`src/rtl/dma_lite_pkg.sv`:
```
// Shared register offsets, CR/SR bit positions and FSM state encodings for the
// AXI-Lite DMA control register slave.
package dma_lite_pkg;

    localparam logic [31:0] CR_OFFSET          = 32'h0000_0000;
    localparam logic [31:0] ADDR_OFFSET        = 32'h0000_0008;
    localparam logic [31:0] LENGTH_OFFSET      = 32'h0000_0010;
    localparam logic [31:0] SR_OFFSET_DEFAULT  = 32'h0000_0020;

    localparam int CR_RS_BIT          = 0;
    localparam int CR_IOC_IRQ_EN_BIT  = 12;
    localparam int SR_HALTED_BIT      = 0;
    localparam int SR_IDLE_BIT        = 1;
    localparam int SR_IOC_IRQ_BIT     = 12;
    localparam int LEN_W              = 26;

    localparam logic [1:0] RESP_OKAY   = 2'b00;
    localparam logic [1:0] RESP_SLVERR = 2'b10;

    typedef enum logic [1:0] {
        W_IDLE      = 2'd0,
        W_HAVE_ADDR = 2'd1,
        W_HAVE_DATA = 2'd2,
        W_RESP      = 2'd3
    } wr_state_t;

    typedef enum logic {
        R_IDLE = 1'b0,
        R_DATA = 1'b1
    } rd_state_t;

    typedef enum logic [2:0] {
        SEL_NONE   = 3'd0,
        SEL_CR     = 3'd1,
        SEL_ADDR   = 3'd2,
        SEL_LENGTH = 3'd3,
        SEL_SR     = 3'd4
    } reg_sel_t;

    // The SR offset is a module parameter, so it is passed in rather than fixed here.
    function automatic reg_sel_t decode_offset(input logic [31:0] offset,
                                               input logic [31:0] sr_offset);
        reg_sel_t sel;
        if (offset == CR_OFFSET) begin
            sel = SEL_CR;
        end else if (offset == ADDR_OFFSET) begin
            sel = SEL_ADDR;
        end else if (offset == LENGTH_OFFSET) begin
            sel = SEL_LENGTH;
        end else if (offset == sr_offset) begin
            sel = SEL_SR;
        end else begin
            sel = SEL_NONE;
        end
        return sel;
    endfunction

endpackage

```
`src/rtl/lite_reg_slave.sv`:
```
// AXI-Lite register slave controlling a simple DMA core: CR/ADDR/LENGTH/SR
// registers, start pulse generation and IOC interrupt.
module lite_reg_slave
    import dma_lite_pkg::*;
#(
    parameter int                ADDR_W  = 10,
    parameter logic [ADDR_W-1:0] SR_ADDR = ADDR_W'(SR_OFFSET_DEFAULT)
) (
    input  logic              clk,
    input  logic              rst,
    input  logic [ADDR_W-1:0] s_axi_lite_awaddr,
    input  logic              s_axi_lite_awvalid,
    output logic              s_axi_lite_awready,
    input  logic [31:0]       s_axi_lite_wdata,
    input  logic              s_axi_lite_wvalid,
    output logic              s_axi_lite_wready,
    output logic [1:0]        s_axi_lite_bresp,
    output logic              s_axi_lite_bvalid,
    input  logic              s_axi_lite_bready,
    input  logic [ADDR_W-1:0] s_axi_lite_araddr,
    input  logic              s_axi_lite_arvalid,
    output logic              s_axi_lite_arready,
    output logic [31:0]       s_axi_lite_rdata,
    output logic [1:0]        s_axi_lite_rresp,
    output logic              s_axi_lite_rvalid,
    input  logic              s_axi_lite_rready,
    output logic              dma_start,
    output logic [31:0]       dma_addr,
    output logic [LEN_W-1:0]  dma_len,
    input  logic              dma_busy,
    input  logic              dma_done,
    output logic              irq
);

    wr_state_t         wr_state_r;
    rd_state_t         rd_state_r;
    logic              awready_r;
    logic              wready_r;
    logic              bvalid_r;
    logic [1:0]        bresp_r;
    logic [ADDR_W-1:0] awaddr_q_r;
    logic [31:0]       wdata_q_r;
    logic              arready_r;
    logic              rvalid_r;
    logic [1:0]        rresp_r;
    logic [31:0]       rdata_r;

    logic              cr_rs_r;
    logic              cr_ioc_en_r;
    logic [31:0]       addr_r;
    logic [LEN_W-1:0]  len_r;
    logic              ioc_irq_r;
    logic              start_pending_r;
    logic              dma_start_r;
    logic              irq_r;

    logic              aw_hs_s;
    logic              w_hs_s;
    logic              ar_hs_s;
    logic              wr_commit_s;
    logic [ADDR_W-1:0] wr_addr_s;
    logic [31:0]       wr_data_s;
    reg_sel_t          wr_sel_s;
    logic [1:0]        wr_resp_s;
    logic              len_trigger_s;
    logic              rs_clear_s;
    logic              sr_w1c_s;
    reg_sel_t          rd_sel_s;
    logic [31:0]       rd_value_s;
    logic [1:0]        rd_resp_s;

    assign aw_hs_s = s_axi_lite_awvalid & awready_r;
    assign w_hs_s  = s_axi_lite_wvalid  & wready_r;
    assign ar_hs_s = s_axi_lite_arvalid & arready_r;

    // Pick the address/data for the commit from the latch or the live bus and decode side effects.
    always_comb begin
        wr_addr_s   = s_axi_lite_awaddr;
        wr_data_s   = s_axi_lite_wdata;
        wr_commit_s = 1'b0;
        if (wr_state_r == W_HAVE_ADDR) begin
            wr_addr_s   = awaddr_q_r;
            wr_commit_s = w_hs_s;
        end else if (wr_state_r == W_HAVE_DATA) begin
            wr_data_s   = wdata_q_r;
            wr_commit_s = aw_hs_s;
        end else if (wr_state_r == W_IDLE) begin
            wr_commit_s = aw_hs_s & w_hs_s;
        end else begin
            wr_commit_s = 1'b0;
        end
        wr_sel_s      = decode_offset(32'(wr_addr_s), 32'(SR_ADDR));
        wr_resp_s     = (wr_sel_s == SEL_NONE) ? RESP_SLVERR : RESP_OKAY;
        len_trigger_s = wr_commit_s && (wr_sel_s == SEL_LENGTH) && cr_rs_r
                        && (wr_data_s[LEN_W-1:0] != {LEN_W{1'b0}});
        rs_clear_s    = wr_commit_s && (wr_sel_s == SEL_CR) && !wr_data_s[CR_RS_BIT];
        sr_w1c_s      = wr_commit_s && (wr_sel_s == SEL_SR) && wr_data_s[SR_IOC_IRQ_BIT];
    end

    // Write-channel FSM: AW and W may arrive in either order; readies only for the missing half.
    always_ff @(posedge clk or negedge rst) begin
        if (!rst) begin
            wr_state_r <= W_IDLE;
            awready_r  <= 1'b0;
            wready_r   <= 1'b0;
            bvalid_r   <= 1'b0;
            bresp_r    <= RESP_OKAY;
            awaddr_q_r <= {ADDR_W{1'b0}};
            wdata_q_r  <= 32'h0000_0000;
        end else begin
            if (aw_hs_s) begin
                awaddr_q_r <= s_axi_lite_awaddr;
            end
            if (w_hs_s) begin
                wdata_q_r <= s_axi_lite_wdata;
            end
            if (wr_commit_s) begin
                wr_state_r <= W_RESP;
                awready_r  <= 1'b0;
                wready_r   <= 1'b0;
                bvalid_r   <= 1'b1;
                bresp_r    <= wr_resp_s;
            end else begin
                case (wr_state_r)
                    W_IDLE: begin
                        if (aw_hs_s) begin
                            wr_state_r <= W_HAVE_ADDR;
                            awready_r  <= 1'b0;
                            wready_r   <= 1'b1;
                        end else if (w_hs_s) begin
                            wr_state_r <= W_HAVE_DATA;
                            awready_r  <= 1'b1;
                            wready_r   <= 1'b0;
                        end else begin
                            awready_r <= 1'b1;
                            wready_r  <= 1'b1;
                        end
                    end
                    W_HAVE_ADDR: begin
                        awready_r <= 1'b0;
                        wready_r  <= 1'b1;
                    end
                    W_HAVE_DATA: begin
                        awready_r <= 1'b1;
                        wready_r  <= 1'b0;
                    end
                    W_RESP: begin
                        if (s_axi_lite_bready) begin
                            wr_state_r <= W_IDLE;
                            bvalid_r   <= 1'b0;
                            awready_r  <= 1'b1;
                            wready_r   <= 1'b1;
                        end else begin
                            awready_r <= 1'b0;
                            wready_r  <= 1'b0;
                        end
                    end
                    default: begin
                        wr_state_r <= W_IDLE;
                        awready_r  <= 1'b0;
                        wready_r   <= 1'b0;
                        bvalid_r   <= 1'b0;
                    end
                endcase
            end
        end
    end

    // Register file, start pulse and interrupt; dma_done beats a same-cycle W1C.
    always_ff @(posedge clk or negedge rst) begin
        if (!rst) begin
            cr_rs_r         <= 1'b0;
            cr_ioc_en_r     <= 1'b0;
            addr_r          <= 32'h0000_0000;
            len_r           <= {LEN_W{1'b0}};
            ioc_irq_r       <= 1'b0;
            start_pending_r <= 1'b0;
            dma_start_r     <= 1'b0;
            irq_r           <= 1'b0;
        end else begin
            if (wr_commit_s) begin
                case (wr_sel_s)
                    SEL_CR: begin
                        cr_rs_r     <= wr_data_s[CR_RS_BIT];
                        cr_ioc_en_r <= wr_data_s[CR_IOC_IRQ_EN_BIT];
                    end
                    SEL_ADDR:   addr_r <= wr_data_s;
                    SEL_LENGTH: len_r  <= wr_data_s[LEN_W-1:0];
                    default:    ;
                endcase
            end
            start_pending_r <= len_trigger_s;
            dma_start_r     <= start_pending_r && !rs_clear_s;
            if (dma_done) begin
                ioc_irq_r <= 1'b1;
            end else if (sr_w1c_s) begin
                ioc_irq_r <= 1'b0;
            end
            irq_r <= ioc_irq_r & cr_ioc_en_r;
        end
    end

    // Read mux over current register values, so an SR read racing a W1C sees the pre-clear state.
    always_comb begin
        rd_sel_s   = decode_offset(32'(s_axi_lite_araddr), 32'(SR_ADDR));
        rd_value_s = 32'h0000_0000;
        rd_resp_s  = RESP_OKAY;
        case (rd_sel_s)
            SEL_CR: begin
                rd_value_s[CR_RS_BIT]         = cr_rs_r;
                rd_value_s[CR_IOC_IRQ_EN_BIT] = cr_ioc_en_r;
            end
            SEL_ADDR:   rd_value_s              = addr_r;
            SEL_LENGTH: rd_value_s[LEN_W-1:0]   = len_r;
            SEL_SR: begin
                rd_value_s[SR_HALTED_BIT]  = ~cr_rs_r;
                rd_value_s[SR_IDLE_BIT]    = cr_rs_r & ~dma_busy & ~start_pending_r;
                rd_value_s[SR_IOC_IRQ_BIT] = ioc_irq_r;
            end
            default: rd_resp_s = RESP_SLVERR;
        endcase
    end

    // Read-channel FSM: response data is captured at the AR handshake and held until accepted.
    always_ff @(posedge clk or negedge rst) begin
        if (!rst) begin
            rd_state_r <= R_IDLE;
            arready_r  <= 1'b0;
            rvalid_r   <= 1'b0;
            rresp_r    <= RESP_OKAY;
            rdata_r    <= 32'h0000_0000;
        end else begin
            case (rd_state_r)
                R_IDLE: begin
                    if (ar_hs_s) begin
                        rd_state_r <= R_DATA;
                        arready_r  <= 1'b0;
                        rvalid_r   <= 1'b1;
                        rdata_r    <= rd_value_s;
                        rresp_r    <= rd_resp_s;
                    end else begin
                        arready_r <= 1'b1;
                    end
                end
                R_DATA: begin
                    if (s_axi_lite_rready) begin
                        rd_state_r <= R_IDLE;
                        rvalid_r   <= 1'b0;
                        arready_r  <= 1'b1;
                    end else begin
                        arready_r <= 1'b0;
                    end
                end
                default: begin
                    rd_state_r <= R_IDLE;
                    arready_r  <= 1'b0;
                    rvalid_r   <= 1'b0;
                end
            endcase
        end
    end

    assign s_axi_lite_awready = awready_r;
    assign s_axi_lite_wready  = wready_r;
    assign s_axi_lite_bvalid  = bvalid_r;
    assign s_axi_lite_bresp   = bresp_r;
    assign s_axi_lite_arready = arready_r;
    assign s_axi_lite_rvalid  = rvalid_r;
    assign s_axi_lite_rresp   = rresp_r;
    assign s_axi_lite_rdata   = rdata_r;
    assign dma_start          = dma_start_r;
    assign dma_addr           = addr_r;
    assign dma_len            = len_r;
    assign irq                = irq_r;

endmodule

```
`config.mk`:
```
export PLATFORM = sky130hd
export DESIGN_NAME = lite_reg_slave
export DESIGN_NICKNAME = d
export VERILOG_FILES = /design/src/rtl/dma_lite_pkg.sv /design/src/rtl/lite_reg_slave.sv
export SDC_FILE = /design/constraint.sdc
export NUM_CORES = 1
export LEC_CHECK = 0
export ABC_AREA = 0
export BUFFER_PORTS_ARGS = -buffer_cell sky130_fd_sc_hd__buf_4
export CAP_MARGIN = 20
export CORE_AREA = 2 2 118 120
export DETAILED_ROUTE_END_ITERATION = 8
export DIE_AREA = 0 0 120 122
export PLACE_DENSITY = 0.77
export SYNTH_ARGS = -nofsm -noshare
export SYNTH_HDL_FRONTEND = slang
export SYNTH_SLANG_ARGS = --single-unit
```
`constraint.sdc`:
```
create_clock -name clk -period 2 [get_ports clk]
set_input_delay 0.2 -clock clk [delete_from_list [all_inputs] [get_ports clk]]
set_output_delay 0.2 -clock clk [all_outputs]
set_load 0.05 [all_outputs]
```
# --- Word level (Yosys, flattened, before mapping) ---
# Cells that the tools add are included.
totals:
  regBits: 150
  input_bits: 61
  out_inout_bits: 101
  elab_cells: 128
op_classes:
  eq_ne: 21
  n_mux: 49
  n_bitwise: 11
  reduce_logical: 27
op_table:
  columns: ["cell", "count"]
  rows:
  - ["$mux 32", 2]
  - ["$pmux 13 s2", 1]
  - ["$reduce_bool 26->1", 1]
  - ["$mux 3", 8]
  - ["$eq 10x4->1 const B", 2]
  - ["$eq 10x5->1 const B", 2]
  - ["$eq 10x6->1 const B", 2]
  - ["$logic_not 10->1", 2]
  - ["$mux 1", 20]
  - ["$pmux 10 s2", 1]
  - ["$pmux 1 s4", 4]
  - ["$eq 3x2->1 const B", 4]
  - ["$mux 2", 6]
  - ["$reduce_and 2->1", 6]
  - ["$mux 10", 1]
  - ["$logic_and 1x1->1", 8]
  - ["$and 1x1->1", 7]
  - ["$eq 3x1->1 const B", 2]
  - ["$eq 3x3->1 const B", 2]
  - ["$mux 6", 1]
  - ["$pmux 1 s2", 3]
  - ["$reduce_bool 2->1", 3]
  - ["$eq 2x2->1 const B", 2]
  - ["$ne 2x2->1 const B", 2]
  - ["12 further kinds", 16]

# --- Longest topological paths before layout ---
depth:
  depth_word: 12
  depth_mapped: 7
  ltp_nobuf: 5

# --- Least setup slack after synthesis ---
# OpenSTA, ideal clock, no wires.
synth_timing:
  path_type: "reg2reg"
  startpoint: "register arready_r (netlist: s_axi_lite_arready)"
  endpoint: "register rdata_r[21] (netlist: s_axi_lite_rdata[21])"
  setup_time_ps: 67
  arrival_time_ps: 2113
  required_ps: 1933
  path_slack_ps: -180
  stages_incl_launch_ff: 7
  n_path_buf: 1
  synth_period_minus_slack_ps: 2180
  cell_sequence: "dfrtp_1 > nand3b_1 > or3_4 > nor4_4 > buf_6 > a22oi_1 > nand2_1"
synth_via:
  elab_chain_len: 2
synth_rtl:
  columns: ["element", "line", "text"]
  rows:
  - ["start: declaration", "lite_reg_slave.sv:43", "logic arready_r;"]
  - ["start signal: assignment", "lite_reg_slave.sv:228", "arready_r <= 1'b0;"]
  - ["start signal: assignment", "lite_reg_slave.sv:237", "arready_r <= 1'b0;"]
  - ["start signal: assignment", "lite_reg_slave.sv:242", "arready_r <= 1'b1;"]
  - ["$and 1x1->1", "lite_reg_slave.sv:74", "assign ar_hs_s = s_axi_lite_arvalid & arready_r;"]
  - ["$reduce_and 2->1 (no source line)", null, null]
  - ["end signal: assignment", "lite_reg_slave.sv:239", "rdata_r <= rd_value_s;"]
  - ["end: declaration", "lite_reg_slave.sv:46", "logic [31:0] rdata_r;"]
# No other way between the ends.
# A chain may end at the register's enable or synchronous reset.

# --- Worst setup path in the final report ---
layout_timing:
  startpoint: "register wdata_q_r[17]"
  endpoint: "register start_pending_r"
layout_via:
  elab_chain_len: 4
layout_rtl:
  columns: ["element", "line", "text"]
  rows:
  - ["start: declaration", "lite_reg_slave.sv:42", "logic [31:0] wdata_q_r;"]
  - ["start signal: assignment", "lite_reg_slave.sv:115", "wdata_q_r <= s_axi_lite_wdata;"]
  - ["$mux 32", "lite_reg_slave.sv:84", "end else if (wr_state_r == W_HAVE_DATA) begin"]
  - ["$mux 32", "lite_reg_slave.sv:81", "if (wr_state_r == W_HAVE_ADDR) begin"]
  - ["$reduce_bool 26->1", "lite_reg_slave.sv:95", "&& (wr_data_s[LEN_W-1:0] != {LEN_W{1'b0}});"]
  - ["$logic_and 1x1->1", "lite_reg_slave.sv:95", null]
  - ["net len_trigger_s", "lite_reg_slave.sv:65", "logic len_trigger_s;"]
  - ["end signal: assignment", "lite_reg_slave.sv:192", "start_pending_r <= len_trigger_s;"]
  - ["end: declaration", "lite_reg_slave.sv:53", "logic start_pending_r;"]
# The timed path passes the listed nets, and every way through them passes these cells.

==> impl_results.rst <==
.. list-table::
   :header-rows: 1

   * - Metric
     - Value
   * - Run status
     - completed
   * - NumNets Final
     - 794
   * - Peak clock frequency supported by timing
     - 0.5183 GHz
   * - Die Span Y
     - 122 microns
   * - Initial DRC count
     - 343
   * - Initial Util
     - 0.4660
   * - Unrepaired setup endpoints after global routing
     - no
   * - Mapped Area
     - 0.006294 sq mm
   * - Top metal layer carrying routed signals
     - met4
   * - Top FF cell, synth
     - dfrtp_1
   * - Share of flip-flops with an asynchronous set or reset
     - 1.000
   * - Worst endpoint data arrival time
     - 2240 ps
   * - Slew at the pin closest to its max-slew limit
     - 616.6 ps
   * - Placeable core area
     - 0.01350 sq mm
   * - Initial antenna violation count
     - 0
   * - Sinks on the clock net
     - 148
   * - Clock transition at path regs
     - 70 ps
   * - Cell count after placement
     - 888
   * - CP Buf/Inv Count
     - 0
   * - RePlAce Congestion
     - 0.8143
   * - IO Count
     - 162
   * - Cell chosen for the clock root
     - clkbuf_16
   * - Kind of end point of the critical path
     - flip-flop
   * - Period utilization
     - 0.9646
   * - Worst Hold Slack
     - 21.37 ps
   * - Time the final worst path needs with I/O delays and setup
     - 1929 ps
   * - Share of post-route cells with drive strength above 1
     - 0.3566
   * - CTS tree
     - yes
   * - Kind of cell adding the most delay to the critical path
     - simple AND/OR/NAND/NOR gates
   * - Slew Limit Fails
     - 0
   * - Number of inserted diodes
     - 0
   * - Number of max-cap violations
     - 0
   * - Standard-cell row count
     - 43
   * - Power density over the cells
     - 1195 mW/mm^2
   * - Most used cell, CP
     - or4_1
   * - Remaining routing DRC violations
     - 0
   * - Post-route setup TNS
     - 0 ps
   * - Final Routed Wirelength
     - 16,420 microns
   * - Clock buffers created by TritonCTS
     - 17
   * - Post-Synthesis Cells
     - 561
   * - Flip-flop and latch count after synthesis
     - 148
   * - Max Clock Skew
     - 9.165 ps
   * - DIE AREA
     - 0.01464 sq mm
   * - Leak
     - 0.004266 uW
   * - Top library cells by usage in the layout, fill and taps aside
     - buf_4 (167), dfrtp_1 (147), nand2_1 (86)
   * - Max_slew headroom
     - 0.5889
   * - Largest buffer count on any clock path
     - 2
   * - Quantity of I/O buffers inserted on ports
     - 159
   * - Count of synthesis-stage warnings from yosys
     - 0
   * - Post-DRT Antenna Nets
     - 0
   * - Avg WL per Cell
     - 17.73 microns
   * - Worst VDD drop
     - 0.5303 mV
   * - Hold Fails Final Rpt
     - 0
   * - Number of failing setup endpoints in the final timing report
     - 0
   * - Pin count of the biggest net entering global routing
     - 66
   * - Overall routing resource usage
     - 0.2248
   * - Crit Path Category
     - flip-flop to flip-flop
   * - DRT met1 WL
     - 6832 microns
   * - Cells traversed along the worst timing path
     - or4_1, or4_1, o22ai_1, nand4_1, and3_1
   * - Die boundary width
     - 120 microns
   * - Post-DP HPWL
     - 11,250 microns
   * - Via count of the first global-routing pass
     - 4,923
   * - Min-delay worst type
     - input port to flip-flop
   * - CP Max Fanout
     - 3
   * - Number of vias per cell
     - 5.417
   * - Met2 routed WL
     - 8526 microns
   * - Library cell contributing the largest single delay on the critical path
     - or4_1
   * - Share of the yosys chip area belonging to registers
     - 0.5885
   * - Vias
     - 5,016
   * - Wire length of the first global-routing pass
     - 25,480 microns
   * - Count of different cell masters after synthesis
     - 45
   * - First-pass iteration count of the detailed router
     - 5
   * - DR WL met3
     - 799 microns
   * - Synth-to-Final Area Change
     - 35.57%
   * - Number of standard cells in the final layout excluding fillers
     - 926
   * - CTS H-Tree Depth
     - 4
   * - EDFF count, synth
     - 0
   * - Slowest cell delay on critical path
     - 530 ps
   * - CP required
     - 2310 ps
   * - Leading cell type in the layout, fill and taps excluded
     - buf_4
   * - Synth Area per Inst
     - 11.22 sq um
   * - Overflow left after global routing
     - 0
   * - Clock Latency Late Sink
     - 430 ps
   * - Crit start category
     - flip-flop
[power breakdown]
part	internal (uW)	switching, uW
sequential	3630	489
clock	1880	1280
combinational	1220	1690
[cells in the mapped netlist (all sizes together) (2+ instances only)]
cell,number,share of area
clkbuf,13,0.0078
nand3b,3,0.0036
nand2,86,0.051
nor2b,3,0.0030
buf,18,0.019
nand3,4,0.0032
mux2i,34,0.054
mux2,42,0.075
or4,5,0.0066
dfrtp,148,0.59
nand4,4,0.0040
or3,4,0.0048
o21ai,34,0.027
and3,2,0.0020
nand2b,2,0.0020
inv,9,0.0054
a31oi,2,0.0020
nor3b,2,0.0024
a21oi,39,0.033
o31ai,3,0.0036
nor4b,2,0.0028
a22oi,26,0.031
a22o,7,0.0097
nor4,14,0.017
nor2,42,0.025
o22ai,2,0.0020
[state kept, by name, indices dropped and copies added, names as in the netlist]
name / count
awaddr_q_r: 10
cr_ioc_en_r: 1
cr_rs_r: 1
dma_addr: 32
dma_len: 26
dma_start: 1
ioc_irq_r: 1
irq: 1
rd_state_r: 1
s_axi_lite_arready: 1
s_axi_lite_awready: 1
s_axi_lite_bresp: 1
s_axi_lite_bvalid: 1
s_axi_lite_rdata: 32
s_axi_lite_rresp: 1
s_axi_lite_rvalid: 1
s_axi_lite_wready: 1
start_pending_r: 1
wdata_q_r: 32
wr_state_r: 2
[through the flow]
stage / worst slack (ps) / power [uW] / instance area, sq um / utilization
3_3_place_gp: -89.23 / 6877 / 7820 / 0.5791
4_1_cts: 45.87 / 10210 / 8442 / 0.6251
5_1_grt: 2.791 / 10670 / 8532 / 0.6318
6_report: 70.71 / 10200 / 8532 / 0.6318
3_5_place_dp: -164.0 / 7025 / 7820 / 0.5791
2_1_floorplan: -14.93 / 5996 / 6299 / -
[logic make-up (layout without fill, tap and decap cells)]
kind of cell | count (synthesis) | count (layout) | share of synthesized area
other | 1 | 2 | 0.0005958
AO/OA/AOI/OAI | 119 | 119 | 0.1167
flip-flops | 148 | 148 | 0.5885
AND/OR/NAND/NOR | 177 | 177 | 0.1324
buffers and inverters | 40 | 224 | 0.03260
multiplexers | 76 | 76 | 0.1292
[area by class of cell]
cell class | count | area, sq um
Clock buffer | 18 | 439.2
Clock inverter | 14 | 152.6
Fill cell | 1061 | 4972
Inverter | 9 | 33.78
Multi-Input combinational cell | 374 | 2431
Sequential cell | 148 | 3705
Tap cell | 180 | 225.2
Timing Repair Buffer | 183 | 1545
[timing repair]
action | in CTS | in global routing
gates resized for setup | 0 | 4
endpoints found under the setup margin | 0 | 6
hold buffers | 3 | 0
buffers inserted | 0 | 1
endpoints found under the hold margin | 65 | 0
[layer usage]
metal,vias to the layer above,global-route usage
met3,28,0.05056
met1,2514,0.2915
met2,145,0.3732
li1,2329,-
met5,-,0
met4,0,0.08015
[path summary, 6_finish.rpt]
kind / start / end / slack [ps] / cells after the start
setup / recovery: wdata_q_r[17] / start_pending_r / 70 / 5
hold / removal: s_axi_lite_wdata[30] / wdata_q_r[30] / 20 / 2
setup reg to reg: wdata_q_r[17] / start_pending_r / 70 / 5
hold reg to reg: s_axi_lite_rdata[16] / s_axi_lite_rdata[16] / 470 / 2
max in group asynchronous: rst / dma_len[6] / 980 / 3
min in group asynchronous: rst / s_axi_lite_rdata[15] / 340 / 2
Note: power is estimated with default switching activity, not from simulation.
